### src/rtl/ecc_dec_sink.sv
// Receive stage behind the SECDED decoder. Decoded words go into a small
// FIFO with a valid/ready output. Words flagged as double-bit errors can be
// discarded. The block also keeps saturating error counters, captures the
// syndrome of the first error and raises a db-error threshold alarm.
module ecc_dec_sink #(
    parameter int K         = 4,
    parameter int M         = 3,
    parameter int DEPTH     = 4,
    parameter int CNT_W     = 16,
    parameter int DB_THRESH = 1,
    parameter int DROP_DB   = 1
) (
    input  logic             clk_i,
    input  logic             rst_i,
    input  logic             valid_i,
    input  logic [K-1:0]     q_i,
    input  logic [M:0]       syndrome_i,
    input  logic             sb_err_i,
    input  logic             db_err_i,
    output logic             ready_o,
    output logic             m_valid_o,
    output logic [K-1:0]     m_data_o,
    output logic             m_err_o,
    input  logic             m_ready_i,
    input  logic             clr_i,
    output logic [CNT_W-1:0] sb_cnt_o,
    output logic [CNT_W-1:0] db_cnt_o,
    output logic             err_vld_o,
    output logic [M:0]       err_syn_o,
    output logic             alarm_o,
    output logic             ovf_o
);

    localparam int AW = $clog2(DEPTH);

    typedef enum logic {
        IDLE,
        ALARM
    } alarm_state_e;

    // FIFO storage and bookkeeping
    logic [K:0]       r_mem [DEPTH];
    logic [AW-1:0]    r_wr_ptr;
    logic [AW-1:0]    r_rd_ptr;
    logic [AW:0]      r_count;

    // Link-health state
    logic [CNT_W-1:0] r_sb_cnt;
    logic [CNT_W-1:0] r_db_cnt;
    logic             r_err_vld;
    logic [M:0]       r_err_syn;
    logic             r_ovf;
    alarm_state_e     r_state;
    alarm_state_e     w_state_nxt;

    logic             w_full;
    logic             w_empty;
    logic             w_drop;
    logic             w_push;
    logic             w_pop;
    logic [K:0]       w_head;
    logic             w_sb_evt;
    logic             w_db_evt;
    logic [CNT_W-1:0] w_sb_nxt;
    logic [CNT_W-1:0] w_db_nxt;
    logic             w_capture;
    logic             w_ovf_set;

    // full/ready come only from registered occupancy, never from m_ready_i,
    // so a pop in the same cycle does not open room for a push.
    assign w_full   = (r_count == (AW+1)'(DEPTH));
    assign w_empty  = (r_count == '0);
    assign w_drop   = (DROP_DB != 0) && db_err_i;
    assign w_push   = valid_i && !w_full && !w_drop;
    assign w_pop    = !w_empty && m_ready_i;
    assign w_head   = r_mem[r_rd_ptr];

    assign ready_o   = !w_full;
    assign m_valid_o = !w_empty;
    assign m_data_o  = w_empty ? '0 : w_head[K-1:0];
    assign m_err_o   = !w_empty && w_head[K];

    // An illegal sb+db combination counts as db only.
    assign w_db_evt  = valid_i && db_err_i;
    assign w_sb_evt  = valid_i && sb_err_i && !db_err_i;
    assign w_sb_nxt  = (w_sb_evt && (r_sb_cnt != '1)) ? r_sb_cnt + CNT_W'(1) : r_sb_cnt;
    assign w_db_nxt  = (w_db_evt && (r_db_cnt != '1)) ? r_db_cnt + CNT_W'(1) : r_db_cnt;
    assign w_capture = valid_i && (sb_err_i || db_err_i) && !r_err_vld;
    // A lost word is one that would have been pushed but for a full FIFO.
    assign w_ovf_set = valid_i && w_full && !w_drop;

    // Storage write on push
    // NOTE: the data array has no reset; reads are masked while empty, so its contents never leak.
    always_ff @(posedge clk_i) begin
        if (w_push) begin
            r_mem[r_wr_ptr] <= {db_err_i, q_i};
        end
    end

    // Pointer and occupancy update; pointers wrap naturally at DEPTH
    // NOTE: sequential state uses non-blocking assignments so every flop samples pre-edge values.
    always_ff @(posedge clk_i) begin
        if (rst_i) begin
            r_wr_ptr <= '0;
            r_rd_ptr <= '0;
            r_count  <= '0;
        end else begin
            if (w_push) r_wr_ptr <= r_wr_ptr + AW'(1);
            if (w_pop)  r_rd_ptr <= r_rd_ptr + AW'(1);
            unique case ({w_push, w_pop})
                2'b10:   r_count <= r_count + (AW+1)'(1);
                2'b01:   r_count <= r_count - (AW+1)'(1);
                default: r_count <= r_count;
            endcase
        end
    end

    // Counters, first-error capture and overflow flag; clear beats any event
    always_ff @(posedge clk_i) begin
        if (rst_i || clr_i) begin
            r_sb_cnt  <= '0;
            r_db_cnt  <= '0;
            r_err_vld <= 1'b0;
            r_err_syn <= '0;
            r_ovf     <= 1'b0;
        end else begin
            r_sb_cnt <= w_sb_nxt;
            r_db_cnt <= w_db_nxt;
            if (w_capture) begin
                r_err_vld <= 1'b1;
                r_err_syn <= syndrome_i;
            end
            if (w_ovf_set) r_ovf <= 1'b1;
        end
    end

    // Alarm state register
    always_ff @(posedge clk_i) begin
        if (rst_i) r_state <= IDLE;
        else       r_state <= w_state_nxt;
    end

    // Alarm next state: look at the next db count so the alarm rises together with it
    // NOTE: the default assignment first keeps this block free of inferred latches.
    always_comb begin
        w_state_nxt = r_state;
        if (clr_i) begin
            w_state_nxt = IDLE;
        end else if ((r_state == IDLE) && (w_db_nxt >= CNT_W'(DB_THRESH))) begin
            w_state_nxt = ALARM;
        end
    end

    assign sb_cnt_o  = r_sb_cnt;
    assign db_cnt_o  = r_db_cnt;
    assign err_vld_o = r_err_vld;
    assign err_syn_o = r_err_syn;
    assign ovf_o     = r_ovf;
    assign alarm_o   = (r_state == ALARM);

endmodule

### config.mk
export PLATFORM = sky130hd
export DESIGN_NAME = ecc_dec_sink
export DESIGN_NICKNAME = d
export VERILOG_FILES = /design/src/rtl/ecc_dec_sink.sv
export SDC_FILE = /design/constraint.sdc
export NUM_CORES = 1
export LEC_CHECK = 0
export CAP_MARGIN = 20
export CORE_MARGIN = 5
export CORE_UTILIZATION = 45
export DETAILED_ROUTE_END_ITERATION = 8
export PLACE_DENSITY = 0.71
export SKIP_LAST_GASP = 1
export SYNTH_ARGS = -nofsm -noshare
export SYNTH_HDL_FRONTEND = slang
export SYNTH_SLANG_ARGS = --single-unit
### constraint.sdc
create_clock -name clk_i -period 2.8 [get_ports clk_i]
set_input_delay 0.56 -clock clk_i [delete_from_list [all_inputs] [get_ports clk_i]]
set_output_delay 0.56 -clock clk_i [all_outputs]
set_load 0.01 [all_outputs]
==> impl_metrics.toml <==
[logic_synthesis]
syn_area_per_cell_um2 = 10.1
synth_seq_cells = 68
synth_fa_ha_area_share_pct = 3.39
yosysSeqAreaShare_pct = 49.2
synth_top_area_share_pct = 30.2
synth_top_family_by_area = "simple AND/OR/NAND/NOR gates"
synth-compound-area-share_pct = 6.07
dominantRegCellSynth = "dfxtp_1"
synthCells = 316
synth_fp_nets = 339
yosys-top-cells-area = "dfxtp_1 (30%), edfxtp_1 (19%), xor2_1 (6.6%)"
synthMuxAreaShare_pct = 4.17
synth.largest_area_cell = "dfxtp_1"
yosysWarnings = 0
synth_cell_type_count = 45
synthSimpleGateAreaFrac_pct = 24.4
netlist_area_um2 = 3180
synthArstFlopShare_pct = 0
synth_xor_area_share_pct = 9.93
synth_edf_count = 20

[setup_path]
reg2reg_from = "db_cnt_o[0]"
worst-endpoint-required_ps = 2240
reg2reg_depth = 7
regToRegSetupSlack_ps = 290
endpoint = "m_err_o"
cp.arrival_ps = 2070
crit_type = "register to output pin"
endpoint_kind = "output pin"
worstReg2RegEnd = "alarm_o"
cp-start-kind = "register"
critPathMaxFanout = 5

[cts]
cts.sinks = 68
tritoncts = "done"
clk_pin_slew_ps = 70
htreeDepth = 3
cts_hold_buf = 0
clk_latency_ps = 330
numCtsBuffers = 9
clockRootBuffer = "clkbuf_8"
cts_setup_buffers = 0
ctsResizeCount = 0
clock_path_buffers = 2

[finish]
final_nets = 406
final_core_util_pct = 59.9
syn_to_final_growth_pct = 28.9
n_fill_cell = 613
diodes = 0
drive_gt1_share_pct = 10.6

[timing]
hold_viol_final = 0
worst_pin_slew_ps = 575
finalCritPeriodShare_pct = 94.0
clock_skew_ps = 8.11
maxSlewViolCount = 0
rsz0062_at_grt = "false"
setup_viol = 0
max_freq_mhz = 380
fin_crit_ps = 2630
max_slew_margin_pct = 61.2

[global_route]
grt_pass1_wl_mm = 12.0
grt_usage_pct = 17.1
antenna_found_initial = 0
grt_pass1_vias = 2509
grt_max_degree = 40
grt.overflow.total = 0

[place]
io_buffers = 60
dp.final_hpwl_mm = 4.98
finalWeightedCongestion = 0.935

[power]
max-vdd-ir-drop_mv = 0.226
leakage_nw = 1.43
power_mw = 2.34
powerDensity_nw_per_um2 = 570

[drt]
wl_per_cell_um = 14.6
antenna_left = 0
viasPerCell = 5.16
vias = 2496
wirelength_mm = 7.07
drt_first_pass_iters = 4
drc = 0
dr.first_iter.drc_count = 113

[floorplan]
coreArea_um2 = 6830
die-height_um = 94.0
dieArea_um2 = 8840
initial_core_util_pct = 46.5
pin_count = 61
row_count = 30
dieWidth_um = 94.0

[run]
cap_violations = 0

[worst_hold_path]
hp-class = "register to register"

[outcome]
run_status = "completed"
[Yosys cell counts (2+ instances only)]
master and n:
or3_1 2, o31ai_1 2, nor4_1 5, nor2_2 2, and3_1 10, nor2_1 46
clkbuf_1 8, and4_1 4, nand4_1 15, xor2_1 24, nand2_1 19, ha_1 7
buf_2 4, a31oi_1 3, nor4b_1 2, edfxtp_1 20, xnor2_1 12, or3_2 2
o21ai_0 8, and2_1 10, inv_1 10, nor3_1 3, dfxtp_1 48, nand3_1 10
nand2_2 2, nor2b_1 4, a21oi_1 11, mux4_2 5, mux2i_1 2
[how the worst min path moves through the flow]
| stage | from | end | slack [ps] | cells past startpoint |
|---|---|---|---|---|
| CTS | err_syn_o[1] | err_syn_o[1] | 480 | 2 |
| global placement | err_syn_o[1] | err_syn_o[1] | 460 | 2 |
| finish | err_syn_o[1] | err_syn_o[1] | 480 | 2 |
| floorplan | r_count[2] | r_count[2] | 460 | 2 |
| global route | err_syn_o[2] | err_syn_o[2] | 520 | 2 |
| detailed placement | err_syn_o[1] | err_syn_o[1] | 470 | 2 |
[worst max-delay path, stage by stage, from the launching register on]
cell,delay (ps)
dfxtp_1,550
mux4_2,560
and2_1,170
clkdlybuf4s50_1,470
[where the power goes]
group          switching, mW  internal [mW]  leakage (nW)
registers             0.0554           1.06         0.570
logic                  0.199          0.253         0.769
clock network          0.362          0.403        0.0911
[kinds of logic (layout without fill, tap and decap cells)]
logic type      count (synthesis)  in the layout
simple gates                  143            143
flops                          68             68
xor+xnor                       36             36
compound gates                 31             31
buf+inv                        23             95
fa+ha+maj                       8              8
mux                             7              7
[flip-flops by register name (all words and copies together) (netlist names), named ones only]
name	count
alarm_o	1
db_cnt_o	16
err_syn_o	4
err_vld_o	1
ovf_o	1
r_count	3
r_mem	20
r_rd_ptr	2
r_wr_ptr	2
sb_cnt_o	16
[layout make-up]
class,instances,area (um2),share of cell area [%]
clock buffer,10,128,3.12
clock inverter,6,55.1,1.34
inverter,10,37.5,0.917
multi-input combinational,225,1520,37.2
sequential,68,1560,38.1
tap,96,120,2.93
timing repair buffer,69,668,16.3
[cells in the final DEF (no fill, tap or decap), types with 2 or more instances in the layout]
master           instances
or3_1                    2
clkinv_2                 2
mux4_2                   5
nor2_2                   2
edfxtp_1                20
nand3_1                 10
clkbuf_8                 9
nand2_1                 19
and4_1                   4
a21oi_1                 11
xnor2_1                 12
clkdlybuf4s50_1         60
and3_1                  10
nor2_1                  46
nand2_2                  2
nor4b_1                  2
nor3_1                   3
a31oi_1                  3
inv_1                   10
clkinv_1                 2
and2_1                  10
nor4_1                   5
buf_4                    9
mux2i_1                  2
nor2b_1                  4
o31ai_1                  2
nand4_1                 15
ha_1                     7
or3_2                    2
o21ai_0                  8
xor2_1                  24
dfxtp_1                 48
[per-stage QoR]
stage / setup TNS [ps] / hold WS (ps) / instances / instance area [um2] / setup WS, ps
floorplan: 0 / 462 / 316 / 3180 / 532
global placement: 0 / 464 / 468 / 3910 / 92.3
detailed placement: -63.0 / 473 / 468 / 3910 / -63.0
CTS: 0 / 482 / 484 / 4090 / 120
global route: 0 / 523 / 484 / 4090 / 47.2
finish: 0 / 483 / 484 / 4090 / 169
[routing by layer]
layer	part of all wire (%)	vias up	global-route usage, %	wire [um]
met3	5.1	8	4.33	359
li1	-	1251	-	-
met5	0	-	0	0
met1	46	1171	22.2	3230
met2	48	66	27.7	3400
met4	1.2	0	5.66	83
Power figures use the tool's default switching activity.
